File: src/rtl/sum_accumulator.sv
// sum_accumulator: sums blocks of {cout,sum} adder results and
// presents each block total, sample count and wrap flag on a valid/ready port.
module sum_accumulator #(
    parameter int DATA_W    = 8,
    parameter int ACC_W     = 16,
    parameter int BLOCK_LEN = 4
) (
    input  logic              clk,
    input  logic              rst,
    input  logic              in_valid,
    output logic              in_ready,
    input  logic [DATA_W-1:0] sum,
    input  logic              cout,
    input  logic              flush,
    output logic              out_valid,
    input  logic              out_ready,
    output logic [ACC_W-1:0]  acc_out,
    output logic [7:0]        acc_cnt,
    output logic              acc_ovf
);

    typedef enum logic {
        ACCUM = 1'b0,
        HOLD  = 1'b1
    } state_t;

    state_t            state_q, state_d;
    logic [ACC_W-1:0]  acc_q, acc_d;
    logic [7:0]        cnt_q, cnt_d;
    logic              ovf_q, ovf_d;
    logic              out_valid_q, out_valid_d;
    logic [ACC_W-1:0]  acc_out_q, acc_out_d;
    logic [7:0]        acc_cnt_q, acc_cnt_d;
    logic              acc_ovf_q, acc_ovf_d;

    logic              accept;
    logic [ACC_W-1:0]  operand;
    logic [ACC_W:0]    add;
    logic [ACC_W-1:0]  acc_upd;
    logic [7:0]        cnt_upd;
    logic              ovf_upd;
    logic              close;

    // in_ready is held low during reset so nothing is accepted then
    assign in_ready = (state_q == ACCUM) && !rst;
    assign accept   = in_valid && in_ready;
    assign operand  = ACC_W'({cout, sum});
    assign add      = {1'b0, acc_q} + {1'b0, operand};
    assign acc_upd  = accept ? add[ACC_W-1:0] : acc_q;
    assign cnt_upd  = accept ? cnt_q + 8'd1 : cnt_q;
    assign ovf_upd  = ovf_q | (accept & add[ACC_W]);
    assign close    = (accept && cnt_upd == 8'(BLOCK_LEN))
                   || (flush && cnt_upd != 8'd0);

    always_comb begin
        state_d     = state_q;
        acc_d       = acc_q;
        cnt_d       = cnt_q;
        ovf_d       = ovf_q;
        out_valid_d = out_valid_q;
        acc_out_d   = acc_out_q;
        acc_cnt_d   = acc_cnt_q;
        acc_ovf_d   = acc_ovf_q;
        unique case (state_q)
            ACCUM: begin
                acc_d = acc_upd;
                cnt_d = cnt_upd;
                ovf_d = ovf_upd;
                if (close) begin
                    state_d     = HOLD;
                    out_valid_d = 1'b1;
                    acc_out_d   = acc_upd;
                    acc_cnt_d   = cnt_upd;
                    acc_ovf_d   = ovf_upd;
                    acc_d       = '0;
                    cnt_d       = '0;
                    ovf_d       = 1'b0;
                end
            end
            HOLD: begin
                if (out_ready) begin
                    state_d     = ACCUM;
                    out_valid_d = 1'b0;
                end
            end
            default: state_d = ACCUM;
        endcase
    end

    always_ff @(posedge clk) begin
        if (rst) begin
            state_q     <= ACCUM;
            acc_q       <= '0;
            cnt_q       <= '0;
            ovf_q       <= 1'b0;
            out_valid_q <= 1'b0;
            acc_out_q   <= '0;
            acc_cnt_q   <= '0;
            acc_ovf_q   <= 1'b0;
        end else begin
            state_q     <= state_d;
            acc_q       <= acc_d;
            cnt_q       <= cnt_d;
            ovf_q       <= ovf_d;
            out_valid_q <= out_valid_d;
            acc_out_q   <= acc_out_d;
            acc_cnt_q   <= acc_cnt_d;
            acc_ovf_q   <= acc_ovf_d;
        end
    end

    assign out_valid = out_valid_q;
    assign acc_out   = acc_out_q;
    assign acc_cnt   = acc_cnt_q;
    assign acc_ovf   = acc_ovf_q;

endmodule

File: config.mk
export PLATFORM = sky130hd
export DESIGN_NAME = sum_accumulator
export DESIGN_NICKNAME = d
export VERILOG_FILES = /design/src/rtl/sum_accumulator.sv
export SDC_FILE = /design/constraint.sdc
export NUM_CORES = 1
export LEC_CHECK = 0
export CAP_MARGIN = 30
export CORE_MARGIN = 2
export CORE_UTILIZATION = 55
export CTS_CLUSTER_DIAMETER = 50
export DETAILED_ROUTE_END_ITERATION = 12
export PLACE_DENSITY_LB_ADDON = 0.12
export SLEW_MARGIN = 20
export SYNTH_ARGS = -nofsm -noshare
export SYNTH_HDL_FRONTEND = slang
export SYNTH_SLANG_ARGS = --single-unit
File: constraint.sdc
create_clock -name clk -period 3.3 [get_ports clk]
set_input_delay 0.33 -clock clk [delete_from_list [all_inputs] [get_ports clk]]
set_output_delay 0.33 -clock clk [all_outputs]
set_load 0.02 [all_outputs]
==> impl_metrics.ini, run 1 <==
[outcome]
run_status = completed

[die]
rows = 27
dieArea_um2 = 6190
coreArea_um2 = 5440
start_util = 0.564
pin_count = 41
die_x_um = 78.7
die_y_um = 78.7

[clocking]
cts_inserted_buffers = 5
clock-sinks = 52
ctsResizeCount = 0
clock_path_buffers = 2
hold_buffers = 0
cts_tree = done
h-tree-depth = 2
cts_setup_buffers = 0
cts-root-buf = clkbuf_8
clk_pin_slew_ps = 90
insertion_delay_ps = 310

[route]
post_drt_wl_per_cell_um = 17.0
wl_met3_um = 511
drc = 0
viasPerCell = 6.22
wl_met2_um = 3740
met1Wirelength_um = 3520
drt_wl_total_um = 7880
drtPass1Iterations = 4
highest_layer = met4
drtIter0Drc = 212
ant_nets = 0
via_count = 2887

[timing]
tightest_slew_ps = 759
finalSetupViolCount = 0
max_freq_mhz = 357
max-slew-margin-rel = 0.491
final_hold_viol_count = 0
finalMaxSlewViolations = 0
finalCritPeriodShare = 0.848
clock_skew_ps = 7.77
post-route-min-period_ps = 2800
rsz0062_at_grt = no
finalSetupTns_ps = 0

[layout]
final_common_cell = dfxtp_1
layout_common_cells = 52 x dfxtp_1, 41 x nand2_1, 39 x clkdlybuf4s50_1
fin_cells = 464
nets = 417
drive_gt1_frac = 0.107
syn2layout_area_growth_pct = 17.8
multi_input_area_um2 = 1870
antenna_cells = 0
seq_area_um2 = 1040
fill_cells = 453

[power_and_ir_drop]
ir_worst_vdd_v = 0.000300
power_density_nw_per_um2 = 438
p_leak_uw = 0.00127

[flow_run]
cap_violations = 0

[placement]
place.detailed.hpwl_um = 5400
io_buffers = 40
dp.cells = 457
gp_congestion = 0.857

[synth]
synth-main-ff-cell = dfxtp_1
yosysWarnings = 0
synth_edf_count = 0
syn_area_um2 = 3070
synth_area_per_cell_um2 = 8.45
syn_nets = 388
ys_async_sr_fraction = 0
yosysSeqAreaShare = 0.339
yosysUniqueCellTypes = 55
ys_ff_latch = 52
synth_cells = 363

[worst_setup_path]
critical_path_required_ps = 3540
critPathLaunchType = input pin
cp-end-kind = flip-flop
reg2reg_from = cnt_q[0]$_SDFFE_PP0N_
endpoint = acc_q[6]$_SDFFE_PP0N_
path_max_fanout = 9
reg2reg_depth = 6
arrival_ps = 3040
crit_start = in_valid
r2r_slack_ps = 500
worstReg2RegEnd = acc_q[6]$_SDFFE_PP0N_
path_class = input pin to flip-flop

[grt]
grt_pass1_vias = 2769
overflow = 0
grt.total_usage = 0.261
grt_pass1_wl_um = 13100
grt_max_degree = 42
grt_antenna_before_repair = 0

[min_path]
min_path_type = input pin to flip-flop
-- critical path, stage by stage --
cell and delay [ps]:
clkdlybuf4s50_1 490, nor3b_2 240, nand2_1 150, or4b_4 550, a2111o_1 520, buf_4 220
a221o_1 360, a21oi_1 160
-- flip-flops by register name (all words and copies together), names as in the netlist --
signal / count
acc_cnt: 8
acc_out: 16
acc_ovf: 1
acc_q: 16
cnt_q: 8
out_valid: 1
ovf_q: 1
state_q: 1
-- through the flow --
step	util	hold slack [ps]	instance area, µm²	setup slack, ps	power, µW
final	0.664	282	3610	502	1580
after global routing	0.664	309	3610	360	1650
after CTS	0.664	284	3610	497	1580
after detailed placement	0.646	454	3520	218	1190
after global placement	0.646	451	3520	292	1190
after floorplan	-	453	3070	972	1030
-- final cells by class --
cell class                 count  share of cell area
clock buffer                   7              0.0267
inverter                       5             0.00520
multi-input combinational    274               0.516
sequential                    52               0.288
tap                           72              0.0249
timing repair buffer          54               0.139
-- power by group --
group          internal (µW)  switching, µW
Combinational            201            277
Clock                    187            210
Sequential               672           35.2
Total                   1060            521
-- cell families after synthesis --
kind of cell	after synthesis	synth area share
fa+ha+maj	11	0.0473
flops	52	0.339
simple gates	111	0.184
xor+xnor	16	0.0457
mux	7	0.0237
compound gates	129	0.308
buf+inv	37	0.0522
-- how the worst min path moves through the flow --
stage / start / depth (start not counted) / end
after global placement: out_valid$_SDFFE_PP0P_ / 2 / out_valid$_SDFFE_PP0P_
after detailed placement: out_valid$_SDFFE_PP0P_ / 2 / out_valid$_SDFFE_PP0P_
after CTS: rst / 2 / acc_q[0]$_SDFFE_PP0N_
after floorplan: acc_q[7]$_SDFFE_PP0N_ / 2 / acc_q[7]$_SDFFE_PP0N_
final: rst / 2 / acc_q[1]$_SDFFE_PP0N_
after global routing: rst / 2 / acc_q[1]$_SDFFE_PP0N_
-- Yosys cell counts, types with 4 or more instances --
cell type,n,area (µm²)
a211oi_1,6,45.0
a211oi_2,9,113
a21o_1,7,52.6
a21oi_1,35,175
a221o_1,4,40.0
a31oi_1,21,131
and3_1,5,31.3
buf_2,8,40.0
clkbuf_1,19,71.3
dfxtp_1,52,1040
ha_1,10,125
inv_1,5,18.8
mux2i_1,5,50.1
nand2_1,41,154
nand3_1,7,35.0
nor2_1,19,71.3
nor3_1,11,55.1
nor4_1,5,31.3
o2111ai_1,5,43.8
o211ai_1,4,30.0
o21ai_0,7,35.0
o22ai_1,6,37.5
o31ai_1,5,37.5
o32ai_1,4,35.0
xnor2_1,13,114
-- routing by layer --
metal / vias up / track usage
met5: - / 0
met4: 0 / 0.0825
met3: 13 / 0.0540
met2: 95 / 0.424
met1: 1357 / 0.347
li1: 1422 / -
Power figures use the tool's default switching activity.
==> run 2: changes to the inputs <==
- CORE_UTILIZATION: 55 -> 50
- clock period: 3.3 -> 2.3 ns (I/O delays scaled with it)
==> run 2 against run 1 <==
Against the previous run:
- the flow now finishes with violations (negative setup slack)
- global-route usage grew 3.6 points
- sequential share of layout area shrank 6.4 points
- clock skew shrank 2.2 ps
- register-to-register slack lost 600 ps
- clock power grew 43%
- clock-buffer cell count shrank 2
- final cell count grew 15%
- routed wire length grew 35%
- combinational power grew 130%
- utilization grew 13 points
- critical path type is now flip-flop to flip-flop
- critical endpoint is now acc_out[3]$_SDFFE_PP0P_
==> impl_metrics.ini, run 2 (synthesized netlist as in run 1, its figures left out) <==
[timing]
clock_skew_ps = 5.55
tightest_slew_ps = 550
max-slew-margin-rel = 0.633
setup_ws_ps = -94.0
finalSetupViolCount = 34
final_hold_viol_count = 0
finalCritPeriodShare = 1.04
max_freq_mhz = 418
post-route-min-period_ps = 2390
finalMaxSlewViolations = 0
rsz0062_at_grt = yes

[outcome]
run_status = complete, but fails checks
violations = negative setup slack

[clocking]
hold_buffers = 0
cts_tree = done
clk_pin_slew_ps = 110
clock-sinks = 52
clock_path_buffers = 2
insertion_delay_ps = 310
h-tree-depth = 2
cts_inserted_buffers = 5
cts-root-buf = clkbuf_8

[power_and_ir_drop]
p_leak_uw = 0.00174
ir_worst_vdd_v = 0.000361
power_density_nw_per_um2 = 574

[route]
post_drt_wl_per_cell_um = 19.8
drt_wl_total_um = 10600
drc = 0
drtPass1Iterations = 4
viasPerCell = 6.40
drtIter0Drc = 276
via_count = 3423
ant_nets = 0

[min_path]
min_from = rst
min_path_type = input pin to flip-flop
min_to = cnt_q[1]$_SDFFE_PP0N_
hold-path-cell-count = 3

[die]
coreArea_um2 = 5920
die_y_um = 82.3
pin_count = 41
start_util = 0.518
rows = 28
die_x_um = 82.3
dieArea_um2 = 6780

[placement]
dp.cells = 507
place.detailed.hpwl_um = 6200
gp_congestion = 0.853
io_buffers = 40
dp_worst_setup_slack_ps = -489

[layout]
layout_common_cells = 57 x buf_4, 48 x dfxtp_1, 41 x nand2_1
antenna_cells = 0
final_common_cell = buf_4
fill_cells = 367
drive_gt1_frac = 0.359
nets = 484
fin_util = 0.792
fin_cells = 535
syn2layout_area_growth_pct = 53.0

[grt]
grt_max_degree = 42
overflow = 0
grt_pass1_vias = 3118
grt_pass1_wl_um = 15400
grt_antenna_before_repair = 0
grt.total_usage = 0.297

[worst_setup_path]
reg2reg_from = cnt_q[1]$_SDFFE_PP0N_
arrival_ps = 2580
path_max_fanout = 6
cp-end-kind = flip-flop
reg2reg_depth = 9
worstReg2RegEnd = acc_out[3]$_SDFFE_PP0P_
critPathLaunchType = flip-flop
critical_path_required_ps = 2480
path_class = flip-flop to flip-flop
r2r_slack_ps = -90

[flow_run]
cap_violations = 0
==> run 2: per-stage QoR <==
stage | hold WS, ps | power, µW | setup TNS, ps | area [µm²]
4_1_cts | 389 | 2510 | -974 | 4370
5_1_grt | 400 | 2790 | -4500 | 4690
2_1_floorplan | 412 | 1490 | 0 | 3070
3_5_place_dp | 459 | 1810 | -19390 | 3890
6_report | 406 | 2690 | -1420 | 4690
3_3_place_gp | 443 | 1800 | -18610 | 3890
==> run 2: final cells by class <==
type / instances / area (µm²) / share of cell area
clock buffers: 5 / 68.8 / 0.0147
clock inverters: 3 / 22.5 / 0.00480
inverters: 5 / 18.8 / 0.00400
multi-input cells: 276 / 2360 / 0.503
flip-flops and latches: 52 / 1050 / 0.224
well taps: 75 / 93.8 / 0.0200
repair buffers: 119 / 1070 / 0.229
==> run 2: routing by layer <==
metal / track usage / vias to the layer above / wire length (µm)
met5: 0 / - / 0
met4: 0.102 / 0 / 374
met3: 0.0402 / 36 / 528
met2: 0.498 / 143 / 5110
met1: 0.391 / 1666 / 4590
li1: - / 1578 / -
==> run 2: how the worst max path moves through the flow <==
| stage | to | cells past startpoint | startpoint | slack, ps |
|---|---|---|---|---|
| 3_3_place_gp | acc_ovf$_SDFFE_PP0P_ | 9 | sum[0] | -470 |
| 6_report | acc_out[3]$_SDFFE_PP0P_ | 9 | cnt_q[1]$_SDFFE_PP0N_ | -90 |
| 2_1_floorplan | acc_out[2]$_SDFFE_PP0P_ | 6 | cnt_q[1]$_SDFFE_PP0N_ | 2 |
| 4_1_cts | acc_q[8]$_SDFFE_PP0N_ | 9 | acc_q[0]$_SDFFE_PP0N_ | -120 |
| 5_1_grt | acc_out[3]$_SDFFE_PP0P_ | 9 | cnt_q[1]$_SDFFE_PP0N_ | -160 |
| 3_5_place_dp | acc_q[8]$_SDFFE_PP0N_ | 10 | sum[0] | -490 |
==> run 2: what timing repair did <==
item	in CTS	in global routing
resized for setup	54	52
gates cloned	4	2
setup endpoints to repair	38	52
setup buffers	11	3
pin swaps	48	35
==> run 2: power breakdown <==
| group | internal [µW] | switching (µW) |
|---|---|---|
| logic | 522 | 573 |
| clock network | 220 | 350 |
| registers | 965 | 61.6 |
==> run 2: worst max-delay path, cell delays in order, from the launching register on <==
cell	delay, ps
dfxtp_4	400
nand4_1	230
buf_4	230
nor3_4	220
xor2_2	140
buf_4	150
a2111o_1	420
buf_6	170
a31oi_1	220
a311oi_2	80
==> run 3: changes to the inputs <==
- ABC_AREA: default -> 0
- CELL_PAD_IN_SITES_DETAIL_PLACEMENT: default -> 1
- CELL_PAD_IN_SITES_GLOBAL_PLACEMENT: default -> 2
- CORE_UTILIZATION: 50 -> 30
==> run 3 against run 2 <==
Against the previous run:
- the run still ends with negative setup slack left
- combinational power is essentially flat
- clock-buffer cell count grew 2
- cell area grew 0.40%
- worst hold slack lost 31 ps
- final cell count grew 10%
- routed wire length grew 3.4%
- critical path depth shrank 2
==> impl_metrics.ini, run 3 (synthesized netlist as in run 1, its figures left out) <==
[clocking]
insertion_delay_ps = 310
clk_pin_slew_ps = 110
h-tree-depth = 2
cts_tree = done
cts_inserted_buffers = 5
cts-root-buf = clkbuf_8
clock-sinks = 52
clock_path_buffers = 2

[min_path]
min_path_type = input pin to flip-flop

[timing]
post-route-min-period_ps = 2480
final_hold_viol_count = 0
max-slew-margin-rel = 0.611
finalSetupTns_ps = -5050
finalSetupViolCount = 49
setup_ws_ps = -184
finalMaxSlewViolations = 0
finalCritPeriodShare = 1.08
clock_skew_ps = 13.5
max_freq_mhz = 403
rsz0062_at_grt = yes
tightest_slew_ps = 584

[layout]
layout_common_cells = 66 x buf_4, 50 x dfxtp_1, 41 x nand2_1
fin_area_um2 = 4710
syn2layout_area_growth_pct = 53.6
nets = 481
antenna_cells = 0
fin_cells = 590
fill_cells = 1134
drive_gt1_frac = 0.319
final_common_cell = buf_4

[grt]
grt_max_degree = 46
overflow = 0
grt_antenna_before_repair = 0
grt_pass1_vias = 3386
grt_pass1_wl_um = 17500
grt.total_usage = 0.196

[outcome]
run_status = complete, but fails checks
violations = negative setup slack

[power_and_ir_drop]
p_int_uw = 1760
p_sw_frac = 0.351
finalPower_uw = 2710
p_leak_uw = 0.00169
power_density_nw_per_um2 = 576
seq_power_share = 0.380
ir_worst_vdd_v = 0.000331
power.share.clock = 0.208
pwr-share-comb = 0.412
switchingPower_uw = 951

[route]
viasPerCell = 5.41
post_drt_wl_per_cell_um = 18.6
via_count = 3191
drc = 0
drt_wl_total_um = 11000
drtIter0Drc = 99
ant_nets = 0
drtPass1Iterations = 4

[flow_run]
cap_violations = 0

[worst_setup_path]
path_class = flip-flop to flip-flop
critical_path_required_ps = 2480
cp-end-kind = flip-flop
critPathLaunchType = flip-flop
arrival_ps = 2660
path_max_fanout = 8

[die]
start_util = 0.311
pin_count = 41
die_y_um = 105
rows = 36
die_x_um = 105
coreArea_um2 = 9860
dieArea_um2 = 11000

[placement]
io_buffers = 40
postPlaceCellArea_um2 = 4030
dp.cells = 571
gp_congestion = 0.778
place.detailed.hpwl_um = 7330
## run 3: layout make-up
cell class,count,area [µm²],share of cell area
Multi-Input combinational cell,274,2270,0.482
Timing Repair Buffer,118,1120,0.237
Sequential cell,52,1050,0.222
Tap cell,133,166,0.0353
Clock buffer,7,86.3,0.0183
Inverter,5,18.8,0.00399
Clock inverter,1,7.51,0.00159
## run 3: layer usage
layer	vias up	GRT usage	share of wire	routed length, µm
met5	-	0	0	0
met2	39	0.331	0.48	5210
met4	0	0.0276	0.0068	75
met1	1593	0.271	0.50	5470
li1	1553	-	-	-
met3	6	0.0262	0.019	207
## run 3: worst max-delay path: stages (launching register included)
cell and delay (ps):
dfxtp_4 380, nor3b_4 240, nand2_1 100, or4b_4 530
a2111o_2 640, buf_12 220, a31oi_4 180, a311oi_2 70
## run 3: power groups by stage
stage,logic (µW),registers (µW),clock network [µW]
after floorplan,411,1070,0
after global placement,811,1030,0
after detailed placement,824,1030,0
after CTS,980,1020,591
after global routing,1190,1040,617
final,1120,1030,564
## run 3: repair_timing
item                                    4_1_cts  5_1_grt
endpoints found under the setup margin       47       50
gates resized for setup                      43       27
hold buffers                                  0        0
buffers inserted                              4        4
pin swaps                                    31       29
gates cloned                                  2        1
## run 3: path summary, 6_finish.rpt
path | startpoint | endpoint | slack, ps | depth (start not counted)
max reg2reg | state_q$_SDFF_PP0_ | acc_out[3]$_SDFFE_PP0P_ | -180 | 7
min reg2reg | out_valid$_SDFFE_PP0P_ | out_valid$_SDFFE_PP0P_ | 480 | 2
max | state_q$_SDFF_PP0_ | acc_out[3]$_SDFFE_PP0P_ | -180 | 7
min | rst | cnt_q[1]$_SDFFE_PP0N_ | 380 | 3
## run 3: per-stage QoR
step                      worst slack, ps  hold slack, ps   util
final                                -184             375  0.477
after global routing                 -249             390  0.477
after CTS                            -154             364  0.451
after detailed placement             -517             470  0.408
after global placement               -496             447  0.408
after floorplan                      1.68             412      -
